**config.mk**
```make
export PLATFORM = sky130hd
export DESIGN_NAME = accel_avg_filter
export DESIGN_NICKNAME = d
export VERILOG_FILES = /design/src/rtl/accel_avg_filter.sv
export SDC_FILE = /design/constraint.sdc
export NUM_CORES = 1
export LEC_CHECK = 0
export ABC_CLOCK_PERIOD_IN_PS = 6880
export CORE_ASPECT_RATIO = 1.4
export CORE_MARGIN = 3
export CORE_UTILIZATION = 65
export CTS_CLUSTER_SIZE = 24
export DETAILED_ROUTE_END_ITERATION = 6
export PLACE_DENSITY = 0.84
export SLEW_MARGIN = 20
export SYNTH_ARGS = -nofsm -noshare
export SYNTH_HDL_FRONTEND = slang
export SYNTH_SLANG_ARGS = --single-unit
```
**constraint.sdc**
```tcl
create_clock -name i_clk -period 6.88 [get_ports i_clk]
set_input_delay 1.032 -clock i_clk [delete_from_list [all_inputs] [get_ports i_clk]]
set_output_delay 1.032 -clock i_clk [all_outputs]
set_load 0.05 [all_outputs]
```
**src/rtl/accel_avg_filter.sv**
```systemverilog
// Three-axis moving-average filter for accelerometer samples.
// Each axis keeps a circular window of 2^DEPTH_LOG2 samples and a running sum; outputs are the floored mean.
module accel_avg_filter #(
    parameter int WIDTH      = 10,
    parameter int DEPTH_LOG2 = 3
) (
    input  logic                    i_clk,
    input  logic                    i_rst_n,
    input  logic signed [WIDTH-1:0] i_x_data,
    input  logic signed [WIDTH-1:0] i_y_data,
    input  logic signed [WIDTH-1:0] i_z_data,
    input  logic                    i_data_valid,
    input  logic                    i_clear,
    output logic signed [WIDTH-1:0] o_x_data,
    output logic signed [WIDTH-1:0] o_y_data,
    output logic signed [WIDTH-1:0] o_z_data,
    output logic                    o_data_valid,
    output logic                    o_primed
);

    localparam int DEPTH = 1 << DEPTH_LOG2;
    localparam int SUM_W = WIDTH + DEPTH_LOG2;
    localparam int CNT_W = DEPTH_LOG2 + 1;
    localparam int AXES  = 3;

    typedef enum logic {
        S_FILL = 1'b0,
        S_RUN  = 1'b1
    } state_t;

    state_t                    r_state;
    state_t                    w_next_state;
    logic                      w_accept;
    logic                      w_last_fill;
    logic                      w_emit;
    logic                      w_primed;

    logic signed [WIDTH-1:0]   w_in [AXES];
    logic signed [WIDTH-1:0]   r_buf [AXES][DEPTH];
    logic signed [SUM_W-1:0]   r_sum_p0 [AXES];
    logic [DEPTH_LOG2-1:0]     r_wr_ptr;
    logic [CNT_W-1:0]          r_count;
    logic                      r_vld_p0;

    // Floor division by the window size: arithmetic shift rounds toward -inf,
    // and the mean of WIDTH-bit samples always fits back into WIDTH bits.
    function automatic logic signed [WIDTH-1:0] f_mean(input logic signed [SUM_W-1:0] s);
        return WIDTH'(s >>> DEPTH_LOG2);
    endfunction

    assign w_in[0]     = i_x_data;
    assign w_in[1]     = i_y_data;
    assign w_in[2]     = i_z_data;
    assign w_accept    = i_data_valid & ~i_clear;
    assign w_last_fill = (r_count == CNT_W'(DEPTH - 1));

    always_ff @(posedge i_clk or negedge i_rst_n) begin
        if (!i_rst_n) begin
            r_state <= S_FILL;
        end else begin
            r_state <= w_next_state;
        end
    end

    always_comb begin
        w_next_state = r_state;
        if (i_clear) begin
            w_next_state = S_FILL;
        end else if (w_accept && (r_state == S_FILL) && w_last_fill) begin
            w_next_state = S_RUN;
        end
    end

    always_comb begin
        w_primed = (r_state == S_RUN);
        w_emit   = w_accept && ((r_state == S_RUN) || w_last_fill);
    end

    assign o_primed = w_primed;

    // Stage p0: window update and running sums
    always_ff @(posedge i_clk or negedge i_rst_n) begin
        if (!i_rst_n) begin
            for (int a = 0; a < AXES; a++) begin
                for (int d = 0; d < DEPTH; d++) begin
                    r_buf[a][d] <= '0;
                end
                r_sum_p0[a] <= '0;
            end
            r_wr_ptr <= '0;
            r_count  <= '0;
            r_vld_p0 <= 1'b0;
        end else if (i_clear) begin
            for (int a = 0; a < AXES; a++) begin
                for (int d = 0; d < DEPTH; d++) begin
                    r_buf[a][d] <= '0;
                end
                r_sum_p0[a] <= '0;
            end
            r_wr_ptr <= '0;
            r_count  <= '0;
            r_vld_p0 <= 1'b0;
        end else begin
            r_vld_p0 <= w_emit;
            if (w_accept) begin
                for (int a = 0; a < AXES; a++) begin
                    r_sum_p0[a]          <= r_sum_p0[a] + SUM_W'(w_in[a])
                                            - SUM_W'(r_buf[a][r_wr_ptr]);
                    r_buf[a][r_wr_ptr]   <= w_in[a];
                end
                r_wr_ptr <= r_wr_ptr + 1'b1;
                if (r_state == S_FILL) begin
                    r_count <= r_count + CNT_W'(1);
                end
            end
        end
    end

    // Stage p1: registered means; a pulse pending from p0 still issues on a clear edge
    always_ff @(posedge i_clk or negedge i_rst_n) begin
        if (!i_rst_n) begin
            o_x_data     <= '0;
            o_y_data     <= '0;
            o_z_data     <= '0;
            o_data_valid <= 1'b0;
        end else begin
            o_data_valid <= r_vld_p0;
            if (r_vld_p0) begin
                o_x_data <= f_mean(r_sum_p0[0]);
                o_y_data <= f_mean(r_sum_p0[1]);
                o_z_data <= f_mean(r_sum_p0[2]);
            end
        end
    end

endmodule

```
==> flow_results.xml <==
<?xml version="1.0" encoding="UTF-8"?>
<metrics>
  <group name="logic_synthesis">
    <metric name="avgSynthCellArea" unit="um^2">9.737</metric>
    <metric name="ys_ff_latch" unit="">319</metric>
    <metric name="post_synth_num_cell_types" unit="">66</metric>
    <metric name="synth_cells" unit="">1759</metric>
    <metric name="post_synth_instance_area" unit="um^2">17130</metric>
    <metric name="sequential_share_of_the_synthesized_area" unit="%">46.61</metric>
    <metric name="synth_enable_flop_cells" unit="">0</metric>
    <metric name="postSynth.topFlopCell" unit="">sky130_fd_sc_hd__dfrtp_1</metric>
    <metric name="syn_nets" unit="">1873</metric>
    <metric name="ys_top_cells_by_area" unit="">sky130_fd_sc_hd__dfrtp_1 47%, sky130_fd_sc_hd__nand2_1 6.9%, sky130_fd_sc_hd__a32o_1 6.3%, sky130_fd_sc_hd__a21oi_1 4.9%, sky130_fd_sc_hd__fa_1 4.2%</metric>
    <metric name="synthesis.yosys.warnings" unit="">0</metric>
    <metric name="post-synth-top-area-fraction" unit="%">46.61</metric>
    <metric name="synth-async-reset-ratio" unit="%">100.0</metric>
    <metric name="synth_area_leader_cell" unit="">sky130_fd_sc_hd__dfrtp_1</metric>
  </group>
  <group name="cts">
    <metric name="cts-resized-gates" unit="">0</metric>
    <metric name="ctsHoldBuffers" unit="">0</metric>
    <metric name="tritoncts_num_sinks" unit="">319</metric>
    <metric name="clkLatencyLatePin" unit="ns">0.58</metric>
    <metric name="postCtsSetupRepairBufs" unit="">0</metric>
    <metric name="path_clk_slew" unit="ns">0.07</metric>
    <metric name="htree_levels" unit="">1</metric>
    <metric name="cts_root_buffer" unit="">sky130_fd_sc_hd__clkbuf_16</metric>
    <metric name="cts_tree" unit="">done</metric>
    <metric name="cts_inserted_buffers" unit="">30</metric>
    <metric name="max_root_sink_buffers" unit="">3</metric>
  </group>
  <group name="timing">
    <metric name="final_hold_viol_count" unit="">0</metric>
    <metric name="final_period_minus_worst_setup_slack" unit="ns">4.829</metric>
    <metric name="tns" unit="ns">0</metric>
    <metric name="drv_slew" unit="">0</metric>
    <metric name="worst_slew_margin_rel" unit="%">29.25</metric>
    <metric name="grt_setup_unrepaired" unit="">false</metric>
    <metric name="finalCritPeriodShare" unit="%">70.19</metric>
    <metric name="max_slew.worst_pin.slew" unit="ns">1.057</metric>
    <metric name="clock_skew" unit="ns">0.01111</metric>
    <metric name="timing.fmax" unit="GHz">0.2071</metric>
    <metric name="finalSetupViolations" unit="">0</metric>
  </group>
  <group name="job">
    <metric name="max-cap-violations" unit="">0</metric>
  </group>
  <group name="die">
    <metric name="floorplan_core_area" unit="um^2">25640</metric>
    <metric name="total_number_of_placement_rows" unit="">69</metric>
    <metric name="boundaryPins" unit="">66</metric>
    <metric name="die_w" unit="um">143.2</metric>
    <metric name="initial_cell_density_of_the_core" unit="%">66.80</metric>
    <metric name="fp.dieH" unit="um">198.1</metric>
    <metric name="floorplan.die_area" unit="um^2">28360</metric>
  </group>
  <group name="routing">
    <metric name="drt_iter0_drc" unit="">1586</metric>
    <metric name="iteration_count_of_the_initial_detailed_routing_pass" unit="">7</metric>
    <metric name="wirelength" unit="mm">48.73</metric>
    <metric name="route.detailed.wl_per_inst" unit="um">23.29</metric>
    <metric name="route.detailed.drc" unit="">0</metric>
    <metric name="vias_per_cell" unit="">6.816</metric>
    <metric name="vias" unit="">14260</metric>
    <metric name="final_antenna_violating_net_count" unit="">0</metric>
  </group>
  <group name="worst_setup_path">
    <metric name="critical_path.max_stage_delay" unit="ns">0.83</metric>
    <metric name="r2r.worst_path.cells" unit="">13</metric>
    <metric name="timing.critical_path.arrival" unit="ns">5.29</metric>
    <metric name="worst_path_max_delay_cell" unit="">sky130_fd_sc_hd__dfrtp_4</metric>
    <metric name="worstSetupEndpointType" unit="">register</metric>
    <metric name="critPathKind" unit="">register to register</metric>
    <metric name="crit_required" unit="ns">7.34</metric>
    <metric name="path_cells" unit="">buf_4 &gt; mux2_2 &gt; a221oi_1 &gt; o22ai_1 &gt; fa_1 &gt; inv_1 &gt; ha_1 &gt; a21o_1 &gt; a21o_1 &gt; a2111oi_2 &gt; nor2_1 &gt; or3_1 &gt; a32o_1</metric>
    <metric name="r2r_setup_slack" unit="ns">2.05</metric>
    <metric name="critical_path.top_delay_family" unit="">compound AO/OA/AOI/OAI gates</metric>
    <metric name="worst_flop_to_flop_path_startpoint" unit="">r_wr_ptr[0]</metric>
    <metric name="maximum_fanout_along_the_worst_path" unit="">37</metric>
    <metric name="worst_r2r_endpoint" unit="">r_sum_p0[24]</metric>
    <metric name="start_kind" unit="">register</metric>
    <metric name="crit_path_frequent_cell" unit="">sky130_fd_sc_hd__a21o_1</metric>
    <metric name="cp_buf_inv_count" unit="">2</metric>
  </group>
  <group name="place">
    <metric name="post_dp_cell_area" unit="um^2">17950</metric>
    <metric name="gp_congestion" unit="">0.9163</metric>
    <metric name="io_buffers" unit="">65</metric>
    <metric name="dpl.hpwl" unit="mm">30.94</metric>
  </group>
  <group name="run_status">
    <metric name="run_status" unit="">completed</metric>
  </group>
  <group name="finish">
    <metric name="post-route-util" unit="%">73.85</metric>
    <metric name="area_growth_syn_to_layout" unit="%">10.56</metric>
    <metric name="final_common_cell" unit="">sky130_fd_sc_hd__nand2_1</metric>
    <metric name="drive_gt1_share" unit="%">10.10</metric>
    <metric name="layout_common_cells" unit="">317 x sky130_fd_sc_hd__nand2_1, 316 x sky130_fd_sc_hd__dfrtp_1, 166 x sky130_fd_sc_hd__a21oi_1</metric>
    <metric name="antenna-diode-count" unit="">0</metric>
    <metric name="fill_cells" unit="">1773</metric>
    <metric name="final_design_area_no_fill" unit="um^2">18940</metric>
    <metric name="nNetsFinal" unit="">1865</metric>
  </group>
  <group name="global_route">
    <metric name="grt_start_max_net_pins" unit="">165</metric>
    <metric name="combined_global_route_utilization_of_all_metal_layers" unit="%">34.94</metric>
    <metric name="grt_remaining_overflow" unit="">0</metric>
    <metric name="grt_pass1_vias" unit="">14560</metric>
    <metric name="grt_antenna_before_repair" unit="">0</metric>
    <metric name="grt_pass1_wl" unit="mm">77.96</metric>
  </group>
  <group name="power_and_ir_drop">
    <metric name="power_per_cell_area" unit="nW/um^2">291.6</metric>
    <metric name="power.leakage" unit="uW">0.008470</metric>
    <metric name="vdd.ir_drop.worst" unit="mV">0.2086</metric>
  </group>
  <group name="hold_path">
    <metric name="type_of_the_most_critical_hold_path" unit="">input pin to async pin</metric>
  </group>
</metrics>
==> routing by layer <==
layer	GRT usage, %	wire length (um)	vias up
li1	-	-	6126
met1	45.76	17870	6984
met2	55.37	22920	921
met3	7.296	5166	229
met4	17.82	2772	0
met5	0	0	-
==> cell type report <==
cell class              instances  area (um^2)  area share, %
multi-input cells            1156         8093          42.74
flip-flops and latches        319         7989          42.19
repair buffers                 99        928.4          4.903
clock buffers                  42        867.1          4.579
inverters                     145        544.3          2.874
well taps                     319        399.1          2.108
clock inverters                12        115.1         0.6079
==> state kept, by name (all words and copies together) (netlist names) <==
name,cells
r_vld_p0,1
o_y_data,10
r_sum_p0,39
o_x_data,10
r_count,4
o_primed,1
o_data_valid,1
r_buf,240
o_z_data,10
r_wr_ptr,3
==> Yosys cell counts (all sizes together), types with 4 or more instances <==
cell / count
fa: 36
nor2: 105
o22ai: 7
mux4: 11
o211ai: 4
o21a: 6
nand3: 12
a21oi: 166
nand2b: 6
a22oi: 15
xor2: 9
a32o: 108
buf: 39
ha: 44
a221o: 7
a21o: 11
mux2: 60
nor2b: 5
nand4: 7
mux2i: 48
o21bai: 5
a221oi: 24
o21ai: 48
o221ai: 6
inv: 145
nor3: 15
or3: 7
nand2: 317
a211oi: 8
dfrtp: 319
xnor2: 12
clkbuf: 100
==> report_power, final <==
part / switching (uW) / internal (uW)
Combinational: 1060 / 702
Sequential: 98.8 / 1990
Clock: 719 / 949
==> kinds of logic (layout without fill, tap and decap cells) <==
group                    after synthesis  after routing  share of synthesized area (%)
multiplexers                         119            119                          8.196
AO/OA/AOI/OAI                        446            446                          18.58
buffers and inverters                284            298                          6.399
adder cells (fa/ha/maj)               80             80                          7.422
AND/OR/NAND/NOR                      490            490                          11.72
XOR/XNOR                              21             21                          1.074
flip-flops                           319            319                          46.61
==> metrics by stage <==
stage          power [uW]  hold WS (ns)  setup WS, ns  std cells
6_report             5521        0.4319         2.051       2092
5_1_grt              5818        0.4834         1.799       2092
4_1_cts              5506        0.4582         2.105       2092
3_5_place_dp         3840        0.4769         2.123       2038
3_3_place_gp         3775        0.4672         2.193       2038
2_1_floorplan        3399        0.3888         3.118       1759
==> worst register-to-register path: cells and delay by family (launching register included) <==
family | cells | cell delay [ns]
simple gates | 2 | 0.40
compound gates | 6 | 1.46
buf+inv | 2 | 0.70
mux | 1 | 0.43
fa+ha+maj | 2 | 0.90
flops | 1 | 0.83
==> how the worst max path moves through the flow <==
stage                startpoint  slack [ns]  cells after the start            to
CTS                 r_wr_ptr[0]        2.10                     13  r_sum_p0[24]
detailed placement  r_wr_ptr[0]        2.12                     13  r_sum_p0[24]
floorplan           r_wr_ptr[2]        3.12                     16  r_sum_p0[36]
global route        r_wr_ptr[0]        1.80                     13  r_sum_p0[24]
finish              r_wr_ptr[0]        2.05                     13  r_sum_p0[24]
global placement    r_wr_ptr[0]        2.19                     13  r_sum_p0[24]
No activity file was read; power rests on OpenSTA's default activity.
